[src/rtl/character_motion_pkg.sv]
// Shared types and constants for the character_motion block.
//   state_t      : motion FSM state encoding (3 bits)
//   RAMP_*       : codes carried on the ramp input
//   DEF_*_DIV    : default tick divider reload values (cycles per tick minus 1)
package character_motion_pkg;

  typedef enum logic [2:0] {
    StIdle,
    StWalk,
    StRise,
    StFall,
    StClimb,
    StLadderIdle
  } state_t;

  localparam logic [1:0] RAMP_FLAT = 2'b00;
  localparam logic [1:0] RAMP_UP_R = 2'b01;  // floor rises towards +x
  localparam logic [1:0] RAMP_UP_L = 2'b10;  // floor rises towards -x

  localparam logic [19:0] DEF_MOVE_DIV = 20'd400000;
  localparam logic [19:0] DEF_GRAV_DIV = 20'd800000;

endpackage

[src/rtl/character_motion_if.sv]
// Key, map and sprite-position signals of one character_motion instance.
//   master : game/map side; drives keys and map knowledge, reads sprite state
//   slave  : character_motion; reads keys/map, drives xpos/ypos and status flags
interface character_motion_if #(
  parameter int unsigned X_W = 12,
  parameter int unsigned Y_W = 12
);

  logic           enable;
  logic           respawn;
  logic           left;
  logic           right;
  logic           jump;
  logic           up;
  logic           down;
  logic           ladder;
  logic [1:0]     ramp;
  logic           end_of_ramp;
  logic [Y_W-1:0] landing_ypos;
  logic [Y_W-1:0] ladder_ymin;
  logic [Y_W-1:0] ladder_ymax;
  logic [X_W-1:0] xpos;
  logic [Y_W-1:0] ypos;
  logic           airborne;
  logic           on_ladder;
  logic           facing_left;

  modport master (
    output enable, respawn, left, right, jump, up, down, ladder,
    output ramp, end_of_ramp, landing_ypos, ladder_ymin, ladder_ymax,
    input  xpos, ypos, airborne, on_ladder, facing_left
  );

  modport slave (
    input  enable, respawn, left, right, jump, up, down, ladder,
    input  ramp, end_of_ramp, landing_ypos, ladder_ymin, ladder_ymax,
    output xpos, ypos, airborne, on_ladder, facing_left
  );

endinterface

[src/rtl/character_motion_tick_gen.sv]
// Movement and gravity tick generator for character_motion.
// Two free-running dividers; each emits a one-cycle pulse every DIV+1 cycles.
//   clk, rst     : clock, synchronous active-high reset
//   i_clear      : synchronous clear of both dividers (state change / respawn)
//   o_move_tick  : walk/climb step pulse
//   o_grav_tick  : gravity step pulse
module character_motion_tick_gen
  import character_motion_pkg::*;
#(
  parameter logic [19:0] MOVE_DIV = DEF_MOVE_DIV,
  parameter logic [19:0] GRAV_DIV = DEF_GRAV_DIV
) (
  input  logic clk,
  input  logic rst,
  input  logic i_clear,
  output logic o_move_tick,
  output logic o_grav_tick
);

  logic [19:0] r_move_cnt;
  logic [19:0] r_grav_cnt;

  assign o_move_tick = (r_move_cnt == MOVE_DIV);
  assign o_grav_tick = (r_grav_cnt == GRAV_DIV);

  always_ff @(posedge clk) begin
    if (rst || i_clear) begin
      r_move_cnt <= '0;
      r_grav_cnt <= '0;
    end else begin
      r_move_cnt <= o_move_tick ? '0 : r_move_cnt + 20'd1;
      r_grav_cnt <= o_grav_tick ? '0 : r_grav_cnt + 20'd1;
    end
  end

endmodule

[src/rtl/character_motion.sv]
// Single-sprite motion controller: walk (with ramp following), ballistic jump,
// gravity fall and ladder climbing. Map knowledge arrives through the bus.
//   clk, rst : clock, synchronous active-high reset
//   bus      : character_motion_if.slave -- keys, map info in; xpos/ypos, airborne,
//              on_ladder, facing_left out (all registered state)
// Build option: define AIR_CONTROL_EN to let left/right steer the sprite while
// airborne; otherwise xpos is frozen during RISE/FALL.
module character_motion
  import character_motion_pkg::*;
#(
  parameter int unsigned X_W         = 12,
  parameter int unsigned Y_W         = 12,
  parameter logic [19:0] MOVE_DIV    = DEF_MOVE_DIV,
  parameter logic [19:0] GRAV_DIV    = DEF_GRAV_DIV,
  parameter int unsigned JUMP_V0     = 8,
  parameter int unsigned JUMP_HEIGHT = 48,
  parameter int unsigned MAX_FALL_V  = 12,
  parameter int unsigned CHAR_WIDTH  = 48,
  parameter int unsigned SCREEN_W    = 1024,
  parameter int unsigned X_MIN       = 1,
  parameter int unsigned RAMP_PERIOD = 64,
  parameter int unsigned RAMP_STEP   = 4,
  parameter int unsigned START_X     = 1,
  parameter int unsigned START_Y     = 672
) (
  input logic               clk,
  input logic               rst,
  character_motion_if.slave bus
);

  localparam logic [X_W-1:0] StartX    = X_W'(START_X);
  localparam logic [X_W-1:0] XMin      = X_W'(X_MIN);
  localparam logic [X_W-1:0] RampMask  = X_W'(RAMP_PERIOD - 1);
  localparam logic [X_W:0]   CharW     = (X_W+1)'(CHAR_WIDTH);
  localparam logic [X_W:0]   ScreenW   = (X_W+1)'(SCREEN_W);
  localparam logic [Y_W-1:0] StartY    = Y_W'(START_Y);
  localparam logic [Y_W-1:0] RampStepY = Y_W'(RAMP_STEP);
  localparam logic [Y_W:0]   JumpH     = (Y_W+1)'(JUMP_HEIGHT);
  localparam logic [7:0]     JumpV0    = 8'(JUMP_V0);
  localparam logic [7:0]     MaxFallV  = 8'(MAX_FALL_V);

  state_t         r_state,       w_state_d;
  logic [X_W-1:0] r_xpos,        w_xpos_d;
  logic [Y_W-1:0] r_ypos,        w_ypos_d;
  logic [7:0]     r_vel,         w_vel_d;
  logic [Y_W-1:0] r_floor,       w_floor_d;
  logic           r_dir_left,    w_dir_left_d;
  logic           r_climb_up,    w_climb_up_d;
  logic           r_facing_left, w_facing_left_d;

  logic w_move_tick, w_grav_tick, w_tick_clr;

  // Keys are only honoured while the game is running.
  logic w_left, w_right, w_jump, w_up, w_down;
  assign w_left  = bus.enable & bus.left;
  assign w_right = bus.enable & bus.right;
  assign w_jump  = bus.enable & bus.jump;
  assign w_up    = bus.enable & bus.up;
  assign w_down  = bus.enable & bus.down;

  // Horizontal step candidates with screen clamps.
  logic           w_at_left, w_at_right;
  logic [X_W-1:0] w_x_left, w_x_right;
  assign w_at_left  = (r_xpos <= XMin);
  assign w_at_right = (({1'b0, r_xpos} + CharW) >= ScreenW);
  assign w_x_left   = w_at_left  ? r_xpos : r_xpos - X_W'(1);
  assign w_x_right  = w_at_right ? r_xpos : r_xpos + X_W'(1);

  // Ramp adjust is decided on the pre-step x position.
  logic           w_ramp_edge;
  logic [Y_W-1:0] w_y_ramp_up, w_y_ramp_dn;
  assign w_ramp_edge = ((r_xpos & RampMask) == '0);
  assign w_y_ramp_up = (r_ypos >= RampStepY) ? r_ypos - RampStepY : '0;
  assign w_y_ramp_dn = r_ypos + RampStepY;

  // Jump/fall arithmetic at Y_W+1 bits so nothing wraps.
  logic [Y_W:0]   w_floor_ext, w_top_ext, w_vel_ext, w_fall_sum;
  logic           w_rise_clamp;
  logic [Y_W-1:0] w_fall_y;
  logic [7:0]     w_fall_vel;
  assign w_floor_ext  = {1'b0, r_floor};
  assign w_top_ext    = (w_floor_ext >= JumpH) ? w_floor_ext - JumpH : '0;
  assign w_vel_ext    = (Y_W+1)'(r_vel);
  assign w_rise_clamp = ({1'b0, r_ypos} <= (w_top_ext + w_vel_ext));
  assign w_fall_sum   = {1'b0, r_ypos} + w_vel_ext;
  assign w_fall_y     = (w_fall_sum >= w_floor_ext) ? r_floor : w_fall_sum[Y_W-1:0];
  assign w_fall_vel   = (r_vel >= MaxFallV) ? MaxFallV : r_vel + 8'd1;

  logic w_walk_key, w_climb_key, w_climb_limit;
  assign w_walk_key    = r_dir_left ? w_left : w_right;
  assign w_climb_key   = r_climb_up ? w_up : w_down;
  assign w_climb_limit = r_climb_up ? (r_ypos <= bus.ladder_ymin)
                                    : (r_ypos >= bus.ladder_ymax);

  always_comb begin
    w_state_d       = r_state;
    w_xpos_d        = r_xpos;
    w_ypos_d        = r_ypos;
    w_vel_d         = r_vel;
    w_floor_d       = r_floor;
    w_dir_left_d    = r_dir_left;
    w_climb_up_d    = r_climb_up;
    w_facing_left_d = r_facing_left;

    case (r_state)
      StIdle: begin
        if (bus.end_of_ramp) begin
          w_state_d = StFall;
          w_floor_d = bus.landing_ypos;
          w_vel_d   = '0;
        end else if (w_left) begin
          w_state_d       = StWalk;
          w_dir_left_d    = 1'b1;
          w_facing_left_d = 1'b1;
        end else if (w_right) begin
          w_state_d       = StWalk;
          w_dir_left_d    = 1'b0;
          w_facing_left_d = 1'b0;
        end else if (w_jump) begin
          w_state_d = StRise;
          w_floor_d = r_ypos;
          w_vel_d   = JumpV0;
        end else if (bus.ladder && w_up) begin
          w_state_d    = StClimb;
          w_climb_up_d = 1'b1;
        end else if (bus.ladder && w_down) begin
          w_state_d    = StClimb;
          w_climb_up_d = 1'b0;
        end
      end

      StWalk: begin
        if (w_move_tick) begin
          w_xpos_d = r_dir_left ? w_x_left : w_x_right;
          // Ramp follows the step direction even when x is held at a bound.
          if (w_ramp_edge) begin
            case (bus.ramp)
              RAMP_UP_R: w_ypos_d = r_dir_left ? w_y_ramp_dn : w_y_ramp_up;
              RAMP_UP_L: w_ypos_d = r_dir_left ? w_y_ramp_up : w_y_ramp_dn;
              RAMP_FLAT: ;
              default:   ;
            endcase
          end
          if (bus.end_of_ramp) begin
            w_state_d = StFall;
            w_floor_d = bus.landing_ypos;
            w_vel_d   = '0;
          end else if (!w_walk_key) begin
            w_state_d = StIdle;
          end
        end
      end

      StRise: begin
        if (w_grav_tick) begin
          if (w_rise_clamp || (r_vel == '0)) begin
            if (w_rise_clamp) w_ypos_d = w_top_ext[Y_W-1:0];
            w_vel_d   = '0;
            w_state_d = StFall;
          end else begin
            w_ypos_d = r_ypos - Y_W'(r_vel);
            w_vel_d  = r_vel - 8'd1;
          end
        end
      end

      StFall: begin
        if (w_grav_tick) begin
          w_ypos_d = w_fall_y;
          w_vel_d  = w_fall_vel;
          if (w_fall_y == r_floor) w_state_d = StIdle;
        end
      end

      StClimb: begin
        if (w_move_tick) begin
          if (w_climb_limit) begin
            w_state_d = StIdle;
          end else begin
            w_ypos_d = r_climb_up ? r_ypos - Y_W'(1) : r_ypos + Y_W'(1);
            if (!w_climb_key) w_state_d = StLadderIdle;
          end
        end
      end

      StLadderIdle: begin
        if (w_up) begin
          w_state_d    = StClimb;
          w_climb_up_d = 1'b1;
        end else if (w_down) begin
          w_state_d    = StClimb;
          w_climb_up_d = 1'b0;
        end
      end

      default: w_state_d = StIdle;
    endcase

`ifdef AIR_CONTROL_EN
    if (((r_state == StRise) || (r_state == StFall)) && w_move_tick) begin
      if (w_left) begin
        w_xpos_d        = w_x_left;
        w_facing_left_d = 1'b1;
      end else if (w_right) begin
        w_xpos_d        = w_x_right;
        w_facing_left_d = 1'b0;
      end
    end
`endif
  end

  // Dividers restart on every state change so the first step is a full period in.
  assign w_tick_clr = bus.respawn || (w_state_d != r_state);

  character_motion_tick_gen #(
    .MOVE_DIV (MOVE_DIV),
    .GRAV_DIV (GRAV_DIV)
  ) u_tick_gen (
    .clk         (clk),
    .rst         (rst),
    .i_clear     (w_tick_clr),
    .o_move_tick (w_move_tick),
    .o_grav_tick (w_grav_tick)
  );

  always_ff @(posedge clk) begin
    if (rst || bus.respawn) begin
      r_state       <= StIdle;
      r_xpos        <= StartX;
      r_ypos        <= StartY;
      r_vel         <= '0;
      r_floor       <= StartY;
      r_dir_left    <= 1'b0;
      r_climb_up    <= 1'b0;
      r_facing_left <= 1'b0;
    end else begin
      r_state       <= w_state_d;
      r_xpos        <= w_xpos_d;
      r_ypos        <= w_ypos_d;
      r_vel         <= w_vel_d;
      r_floor       <= w_floor_d;
      r_dir_left    <= w_dir_left_d;
      r_climb_up    <= w_climb_up_d;
      r_facing_left <= w_facing_left_d;
    end
  end

  assign bus.xpos        = r_xpos;
  assign bus.ypos        = r_ypos;
  assign bus.airborne    = (r_state == StRise) || (r_state == StFall);
  assign bus.on_ladder   = (r_state == StClimb) || (r_state == StLadderIdle);
  assign bus.facing_left = r_facing_left;

endmodule

[src/flat_wrapper.sv]
// flat-port wrapper written by rule: the top's interface ports become plain ports
module character_motion_flat import character_motion_pkg::*;
#(
  parameter int unsigned X_W         = 12,
  parameter int unsigned Y_W         = 12,
  parameter logic [19:0] MOVE_DIV    = DEF_MOVE_DIV,
  parameter logic [19:0] GRAV_DIV    = DEF_GRAV_DIV,
  parameter int unsigned JUMP_V0     = 8,
  parameter int unsigned JUMP_HEIGHT = 48,
  parameter int unsigned MAX_FALL_V  = 12,
  parameter int unsigned CHAR_WIDTH  = 48,
  parameter int unsigned SCREEN_W    = 1024,
  parameter int unsigned X_MIN       = 1,
  parameter int unsigned RAMP_PERIOD = 64,
  parameter int unsigned RAMP_STEP   = 4,
  parameter int unsigned START_X     = 1,
  parameter int unsigned START_Y     = 672
)
  (clk, rst, bus_enable, bus_respawn, bus_left, bus_right, bus_jump, bus_up, bus_down, bus_ladder, bus_ramp, bus_end_of_ramp, bus_landing_ypos, bus_ladder_ymin, bus_ladder_ymax, bus_xpos, bus_ypos, bus_airborne, bus_on_ladder, bus_facing_left);
  character_motion_if #(.X_W(X_W), .Y_W(Y_W)) bus_i ();
  input logic clk;
  input logic rst;
  input wire logic [$bits(bus_i.enable)-1:0] bus_enable;
  input wire logic [$bits(bus_i.respawn)-1:0] bus_respawn;
  input wire logic [$bits(bus_i.left)-1:0] bus_left;
  input wire logic [$bits(bus_i.right)-1:0] bus_right;
  input wire logic [$bits(bus_i.jump)-1:0] bus_jump;
  input wire logic [$bits(bus_i.up)-1:0] bus_up;
  input wire logic [$bits(bus_i.down)-1:0] bus_down;
  input wire logic [$bits(bus_i.ladder)-1:0] bus_ladder;
  input wire logic [$bits(bus_i.ramp)-1:0] bus_ramp;
  input wire logic [$bits(bus_i.end_of_ramp)-1:0] bus_end_of_ramp;
  input wire logic [$bits(bus_i.landing_ypos)-1:0] bus_landing_ypos;
  input wire logic [$bits(bus_i.ladder_ymin)-1:0] bus_ladder_ymin;
  input wire logic [$bits(bus_i.ladder_ymax)-1:0] bus_ladder_ymax;
  output wire logic [$bits(bus_i.xpos)-1:0] bus_xpos;
  output wire logic [$bits(bus_i.ypos)-1:0] bus_ypos;
  output wire logic [$bits(bus_i.airborne)-1:0] bus_airborne;
  output wire logic [$bits(bus_i.on_ladder)-1:0] bus_on_ladder;
  output wire logic [$bits(bus_i.facing_left)-1:0] bus_facing_left;
  assign bus_i.enable = bus_enable;
  assign bus_i.respawn = bus_respawn;
  assign bus_i.left = bus_left;
  assign bus_i.right = bus_right;
  assign bus_i.jump = bus_jump;
  assign bus_i.up = bus_up;
  assign bus_i.down = bus_down;
  assign bus_i.ladder = bus_ladder;
  assign bus_i.ramp = bus_ramp;
  assign bus_i.end_of_ramp = bus_end_of_ramp;
  assign bus_i.landing_ypos = bus_landing_ypos;
  assign bus_i.ladder_ymin = bus_ladder_ymin;
  assign bus_i.ladder_ymax = bus_ladder_ymax;
  assign bus_xpos = bus_i.xpos;
  assign bus_ypos = bus_i.ypos;
  assign bus_airborne = bus_i.airborne;
  assign bus_on_ladder = bus_i.on_ladder;
  assign bus_facing_left = bus_i.facing_left;
  character_motion #(.X_W(X_W), .Y_W(Y_W), .MOVE_DIV(MOVE_DIV), .GRAV_DIV(GRAV_DIV), .JUMP_V0(JUMP_V0), .JUMP_HEIGHT(JUMP_HEIGHT), .MAX_FALL_V(MAX_FALL_V), .CHAR_WIDTH(CHAR_WIDTH), .SCREEN_W(SCREEN_W), .X_MIN(X_MIN), .RAMP_PERIOD(RAMP_PERIOD), .RAMP_STEP(RAMP_STEP), .START_X(START_X), .START_Y(START_Y)) u_core (.clk(clk), .rst(rst), .bus(bus_i));
endmodule
[config.mk]
export PLATFORM = sky130hd
export DESIGN_NAME = character_motion_flat
export DESIGN_NICKNAME = d
export VERILOG_FILES = /design/src/rtl/character_motion_pkg.sv /design/src/rtl/character_motion_if.sv /design/src/rtl/character_motion_tick_gen.sv /design/src/rtl/character_motion.sv /design/src/flat_wrapper.sv
export SDC_FILE = /design/constraint.sdc
export NUM_CORES = 1
export LEC_CHECK = 0
export CAP_MARGIN = 10
export CELL_PAD_IN_SITES_DETAIL_PLACEMENT = 1
export CELL_PAD_IN_SITES_GLOBAL_PLACEMENT = 2
export CORE_UTILIZATION = 35
export DETAILED_ROUTE_END_ITERATION = 10
export GPL_TIMING_DRIVEN = 1
export PLACE_DENSITY_LB_ADDON = 0.15
export SLEW_MARGIN = 20
export SYNTH_ARGS = -nofsm -noshare
export SYNTH_HDL_FRONTEND = slang
export SYNTH_SLANG_ARGS = --single-unit
export TNS_END_PERCENT = 50
[constraint.sdc]
create_clock -name clk -period 7 [get_ports clk]
set_clock_uncertainty 0.1 [all_clocks]
set_input_delay 1.4 -clock clk [delete_from_list [all_inputs] [get_ports clk]]
set_output_delay 1.4 -clock clk [all_outputs]
set_load 0.02 [all_outputs]
# Word-level counts from Yosys, hierarchy flattened
# Index checks and enable logic that the tools add are counted.
dict set report totals {
  register_bits 89
  in_bits 49
  out_inout_bits 27
  elab_cells 164
}
dict set report classes {
  add_sub_neg 15
  order_cmp 9
  eq_ne 31
  mux 70
  bitwise 6
  reduce_logical 24
}
# operator n
set ops {}
lappend ops {{$mux W12} 22}
lappend ops {{$mux W8} 10}
lappend ops {{$mux W3} 18}
lappend ops {{$pmux W12 S2} 2}
lappend ops {{$pmux W12 S4} 1}
lappend ops {{$add A20 B1 Y20 const B} 2}
lappend ops {{$pmux W8 S4} 1}
lappend ops {{$add A12 B1 Y12 const B} 2}
lappend ops {{$sub A12 B1 Y12 const B} 2}
lappend ops {{$ne A2 B2 Y1 const B} 11}
lappend ops {{$eq A20 B19 Y1 const B} 1}
lappend ops {{$eq A20 B20 Y1 const B} 1}
lappend ops {{$pmux W3 S6} 1}
lappend ops {{$add A12 B6 Y13 const B} 1}
lappend ops {{$add A12 B8 Y13} 1}
lappend ops {{$add A13 B8 Y13} 1}
lappend ops {{$ge A13 B11 Y1 const B} 1}
lappend ops {{$ge A13 B12 Y1} 1}
lappend ops {{$le A12 B13 Y1} 1}
lappend ops {{$mux W1} 13}
lappend ops {{$mux W13} 1}
lappend ops {{$sub A12 B6 Y13 const B} 1}
lappend ops {{$add A12 B3 Y12 const B} 1}
lappend ops {{$eq A12 B12 Y1} 1}
lappend ops {{37 further kinds} 58}

# Depth between registers and ports, before layout
dict set report depth {
  word_depth 13
  depth_mapped 26
  mapped_depth_nobuf 23
}

# Cells and area by module
# Synthesis repeated with hierarchy kept, for this count alone.
dict set report hier_totals {
  cells_unflattened 1190
  area_unflattened_um2 8998.6
}
# mod instances cells_each area_per_inst_um2 seq_area_each_um2
set by_module_without_submodules {}
lappend by_module_without_submodules {character_motion 1 970 7121.8 980.9}
lappend by_module_without_submodules {character_motion_tick_gen 1 220 1876.8 800.8}

# Least setup slack after synthesis
# No wires, ideal clock.
dict set report synth_path {
  kind {flip-flop to flip-flop}
  start {register u_core.r_floor[7]}
  end {register u_core.u_tick_gen.r_move_cnt[1]}
  t_arrival_ns 5.476
  required_time_ns 6.819
  path_slack_ns 1.343
  path_stages_with_launch 27
  path_buffers 4
  period_less_slack_ns 5.657
  cell_sequence {dfxtp_1 buf_4 or4_1 nor3_1 and3_1 clkbuf_1 nor2_1 ha_1 a21o_1 a21oi_1 o21ai_0 a21o_1 a21o_1 a21oi_1 nor2_1 mux2_2 ha_1 nand3_1 nor3_1 o31ai_1 a211oi_1 and2_4 buf_6 o2111a_1 a211oi_4 buf_6 nor3b_1}
}
dict set report synth_between {
  elab_chain_len 12
  elab_cells_between_ends 18
}
# item line_no
set synth_rtl {}
lappend synth_rtl {{from (decl)} character_motion.sv:46} ;# logic [Y_W-1:0] r_floor, w_floor_d;
lappend synth_rtl {{from (signal assigned)} character_motion.sv:232} ;# r_floor <= StartY;
lappend synth_rtl {{from (signal assigned)} character_motion.sv:241} ;# r_floor <= w_floor_d;
lappend synth_rtl {{$sub A12 B6 Y13 / $ge A12 B6 Y1 (equally long branches)} character_motion.sv:82} ;# assign w_top_ext = (w_floor_ext >= JumpH) ? w_floor_ext - JumpH : '0;
lappend synth_rtl {{$mux W13} character_motion.sv:82}
lappend synth_rtl {{$add A13 B8 Y13} character_motion.sv:84} ;# assign w_rise_clamp = ({1'b0, r_ypos} <= (w_top_ext + w_vel_ext));
lappend synth_rtl {{$le A12 B13 Y1} character_motion.sv:84}
lappend synth_rtl {{$logic_or A1 B1 Y1} character_motion.sv:156} ;# if (w_rise_clamp || (r_vel == '0)) begin
lappend synth_rtl {{$mux W3} character_motion.sv:156}
lappend synth_rtl {{$mux W3} character_motion.sv:155} ;# if (w_grav_tick) begin
lappend synth_rtl {{$pmux W3 S6 (*)} character_motion.sv:105} ;# case (r_state)
lappend synth_rtl {{$ne A3 B3 Y1 (*)} character_motion.sv:213} ;# assign w_tick_clr = bus.respawn || (w_state_d != r_state);
lappend synth_rtl {{$logic_or A1 B1 Y1 (*)} character_motion.sv:213}
lappend synth_rtl {{$logic_or A1 B1 Y1 (*)} character_motion_tick_gen.sv:27} ;# if (rst || i_clear) begin
lappend synth_rtl {{$reduce_or A2 Y1 (no line) (*)} n/a}
lappend synth_rtl {{to (signal assigned)} character_motion_tick_gen.sv:31} ;# r_move_cnt <= o_move_tick ? '0 : r_move_cnt + 20'd1;
lappend synth_rtl {{to (decl)} character_motion_tick_gen.sv:20} ;# logic [19:0] r_move_cnt;
# Every way passes the cells marked *; elsewhere a longest branch is shown, timed or not.
# A chain may end at the register's enable or synchronous reset.

# Final worst setup path
dict set report layout_path {
  start {register u_core.r_floor[6]}
  end {register u_core.r_ypos[10], in the netlist u_core.bus.ypos[10]}
}
dict set report layout_between {
  elab_chain_len 8
  elab_cells_between_ends 15
}
# item line_no
set layout_rtl {}
lappend layout_rtl {{$sub A12 B6 Y13 / $ge A12 B6 Y1 (equally long branches)} character_motion.sv:82}
lappend layout_rtl {{$mux W13} character_motion.sv:82}
lappend layout_rtl {{$add A13 B8 Y13} character_motion.sv:84}
lappend layout_rtl {{$le A12 B13 Y1} character_motion.sv:84}
lappend layout_rtl {{$logic_or A1 B1 Y1} character_motion.sv:156}
lappend layout_rtl {{$mux W12} character_motion.sv:156}
lappend layout_rtl {{$mux W12} character_motion.sv:155}
lappend layout_rtl {{$pmux W12 S4} character_motion.sv:105}
lappend layout_rtl {{to (signal assigned)} character_motion.sv:230} ;# r_ypos <= StartY;
lappend layout_rtl {{to (signal assigned)} character_motion.sv:239} ;# r_ypos <= w_ypos_d;
lappend layout_rtl {{to (decl)} character_motion.sv:44} ;# logic [Y_W-1:0] r_ypos, w_ypos_d;
# Several ways; a longest one is shown, not always the timed one. The select of a mux whose other input is x is not followed.

==> run metrics <==
CTS Root Cell clkbuf_16; Chip Height between 150 and 200 µm; Syn Inst Count 1,239; Post-synth EDFFs 0; WL final between 30,000 and 40,000 µm; overall global routing resource usage 0.262; Die ar. roughly 0.027 mm²; DRT iter0 DRCs about 540; synth warn 0; fmax between 0.15 and 0.2 GHz; CP startpoint kind flip-flop; DPL Wire Length ~27,000 µm; first-pass GRT wire length about 54,000 µm; Setup Viol. Count Final 0; slowest CP cell or4_1; clock power share 0.390; post-layout min period about 6400 ps; Net Switching roughly 0.44 mW; RSZ-0062 raised after global routing yes; PostCTS Resize Cnt 0; CP max FO 13; maxcap violations 0; Tcrit/Tclk final 0.920; ANT nets after route 0; internal power between 0.8 and 0.9 mW; vias per cell ~5.8; synth unique cells slightly above 90; P_leak ~4.2 nW; Core Area approximately 0.026 mm²; Post-CTS Setup Inserts 0; floorplan row count 59; multi-input logic area around 0.0070 mm²; register area about 0.0018 mm²; share of synthesized flip-flops with an asynchronous set or reset 0; worst stage delay on the critical path ~600 ps; CTS Hold Bufs 0; maximum vdd ir drop between 0.0001 and 0.00015 V; vias in the first global route approximately 9.3k; FILL cells 3,265; NumNets Final around 1.4k; worst hold slack around 390 ps; Yosys reg bits 89; WS Path Type reg2reg; Synth Net Count between 1k and 1.5k; RePlAce Congestion approximately 0.96; Hold Path Class reg2reg; Residual DRC 4; Initial Utilization 0.357; port bufs 75; clock-pin slew on the worst setup and hold paths around 80 ps; Worst EP required a little over 7000 ps; n_diodes 0; cell area after synthesis around 0.0093 mm²; Clock Tree Buf Depth 2; Die X-Extent 165 µm; # IOs 76; switching share of power 0.334; Avg Cell Area, Syn approximately 7.5 µm²; largest net degree at the start of global routing 38; crit path cell chain or4_1 -> nor3_1 -> and3_2 -> nor2_1 -> ha_1 -> a21o_1 -> a21oi_1 -> o21ai_0 -> a21o_1 -> a21o_1 -> a21oi_1 -> nor2_1 -> mux2_2 -> ha_1 -> nand3_1 -> nor3_1 -> o31ai_1 -> a211oi_1 -> nand3_1 -> buf_4 -> or4_1 -> nand4_1 -> a31o_1; final number of max-transition violations 0; Combinational Power Share 0.209; Slew HR 0.188; P&R area growth vs syn 14.8%; most frequent CP cell a21o_1; sequential share of power 0.401; PwrDens 122 mW/mm²; GRT Residual Overflow 0; routed length per placed instance ~21 µm; fin cells 1,632; total CTS buffers 9; Seq/Total Area, Yosys 0.191; TNS Setup 0 ps; status finished with violations; Setup crit end kind flip-flop; layout cells sized above 1 0.0663; Worst-Skew Late Latency between 300 and 400 ps; Crit path arrival time roughly 6600 ps; drt pass-1 iters 8; via count between 9k and 10k; Worst-Margin Slew around 1200 ps; clock tree from TritonCTS done; H-tree lvl count 3; failing checks DRC; CTS Sinks 89; final hold vios 0; dpl cells 1,616; Main synth FF type dfxtp_1; initial antenna violation count 0
-- per-layer routing --
layer	global-route usage	vias up	share of wire
li1	-	4595	-
met1	0.345	4651	0.46
met2	0.448	195	0.47
met3	0.0225	43	0.033
met4	0.0880	0	0.028
met5	0	-	0
-- area by class of cell --
type	instances	share of cell area
timing repair buffer	100	0.0876
sequential	89	0.166
clock inverter	7	0.00712
clock buffer	9	0.0210
multi-input combinational	1015	0.652
tap	335	0.0391
inverter	77	0.0270
-- metrics by stage --
step	worst slack (ps)	area [µm²]	util	power, mW
floorplan	1340	9340	-	0.712
global placement	704	10400	0.398	0.808
detailed placement	474	10400	0.398	0.810
CTS	443	10700	0.410	1.33
global route	-59.9	10700	0.410	1.37
finish	557	10700	0.410	1.31
-- cells by family after synthesis --
logic type      count (synthesis)  synth area share
compound gates                302             0.229
xor+xnor                       98            0.0934
fa+ha+maj                     103             0.141
buf+inv                       135            0.0616
flops                          89             0.191
mux                            20            0.0220
simple gates                  492             0.262
-- state kept, by name, indices dropped and copies added (netlist names) --
signal	flops
u_core.u_tick_gen.r_move_cnt	20
u_core.r_state	3
u_core.bus.ypos	12
u_core.r_floor	12
u_core.r_dir_left	1
u_core.bus.xpos	12
u_core.r_vel	8
u_core.r_climb_up	1
u_core.u_tick_gen.r_grav_cnt	20
-- power groups by stage --
stage          Clock, mW  Combinational, mW  Sequential [mW]
2_1_floorplan          0              0.184            0.528
3_3_place_gp           0              0.270            0.537
3_5_place_dp           0              0.272            0.538
4_1_cts            0.526              0.273            0.526
5_1_grt            0.544              0.299            0.527
6_report           0.512              0.274            0.526
-- critical path: cells and delay by family (launching register included) --
kind            cells  cell delay, ps
mux                 1             290
fa+ha+maj           2             560
compound gates      9            2020
flops               1             460
buf+inv             1             210
simple gates       10            2720
-- synthesized netlist by cell type, types with 5 or more instances --
library cell  count  area (µm²)
nor2_1          137         514
nand2_1         115         432
ha_1             99        1240
dfxtp_1          89        1780
inv_1            75         282
a21oi_1          72         360
xnor2_1          59         517
o21ai_0          52         260
nand3_1          45         225
nor3_1           45         225
clkbuf_1         39         146
xor2_1           38         333
a211oi_1         34         255
nand4_1          22         138
and3_1           20         125
nor4_1           18         113
o211ai_1         18         135
a31oi_1          16         100
mux2i_1          16         160
a21o_1           15         113
nor2b_1          15        93.8
or2_2            10        62.6
nand2b_1          9        56.3
or3_1             9        56.3
o21a_1            8        60.1
and2_1            7        43.8
buf_2             7        35.0
buf_6             7        78.8
o31a_1            6        52.6
a21boi_0          5        37.5
o31ai_1           5        37.5
or3b_2            5        43.8
or4_1             5        37.5
-- worst paths after layout --
kind                                         startpoint                                    endpoint  slack, ps  cells past startpoint
max                      u_core.r_floor[6]$_SDFFE_PP0P_            u_core.bus.ypos[10]$_SDFFE_PP0P_        560                     23
min          u_core.u_tick_gen.r_grav_cnt[0]$_SDFF_PP0_  u_core.u_tick_gen.r_grav_cnt[0]$_SDFF_PP0_        390                      1
max reg2reg              u_core.r_floor[6]$_SDFFE_PP0P_            u_core.bus.ypos[10]$_SDFFE_PP0P_        560                     23
min reg2reg  u_core.u_tick_gen.r_grav_cnt[0]$_SDFF_PP0_  u_core.u_tick_gen.r_grav_cnt[0]$_SDFF_PP0_        390                      1
-- placed cells by master (no fill, tap or decap), drive strengths merged, types with 20 or more instances in the layout --
master           n
ha              99
nand3           45
clkdlybuf4s50   75
and3            20
nor2           137
xor2            38
inv             81
dfxtp           89
nor3            47
nand2          115
nand4           22
xnor2           59
buf             25
a21oi           72
o21ai           54
a211oi          35
Note: power is estimated with default switching activity, not from simulation.
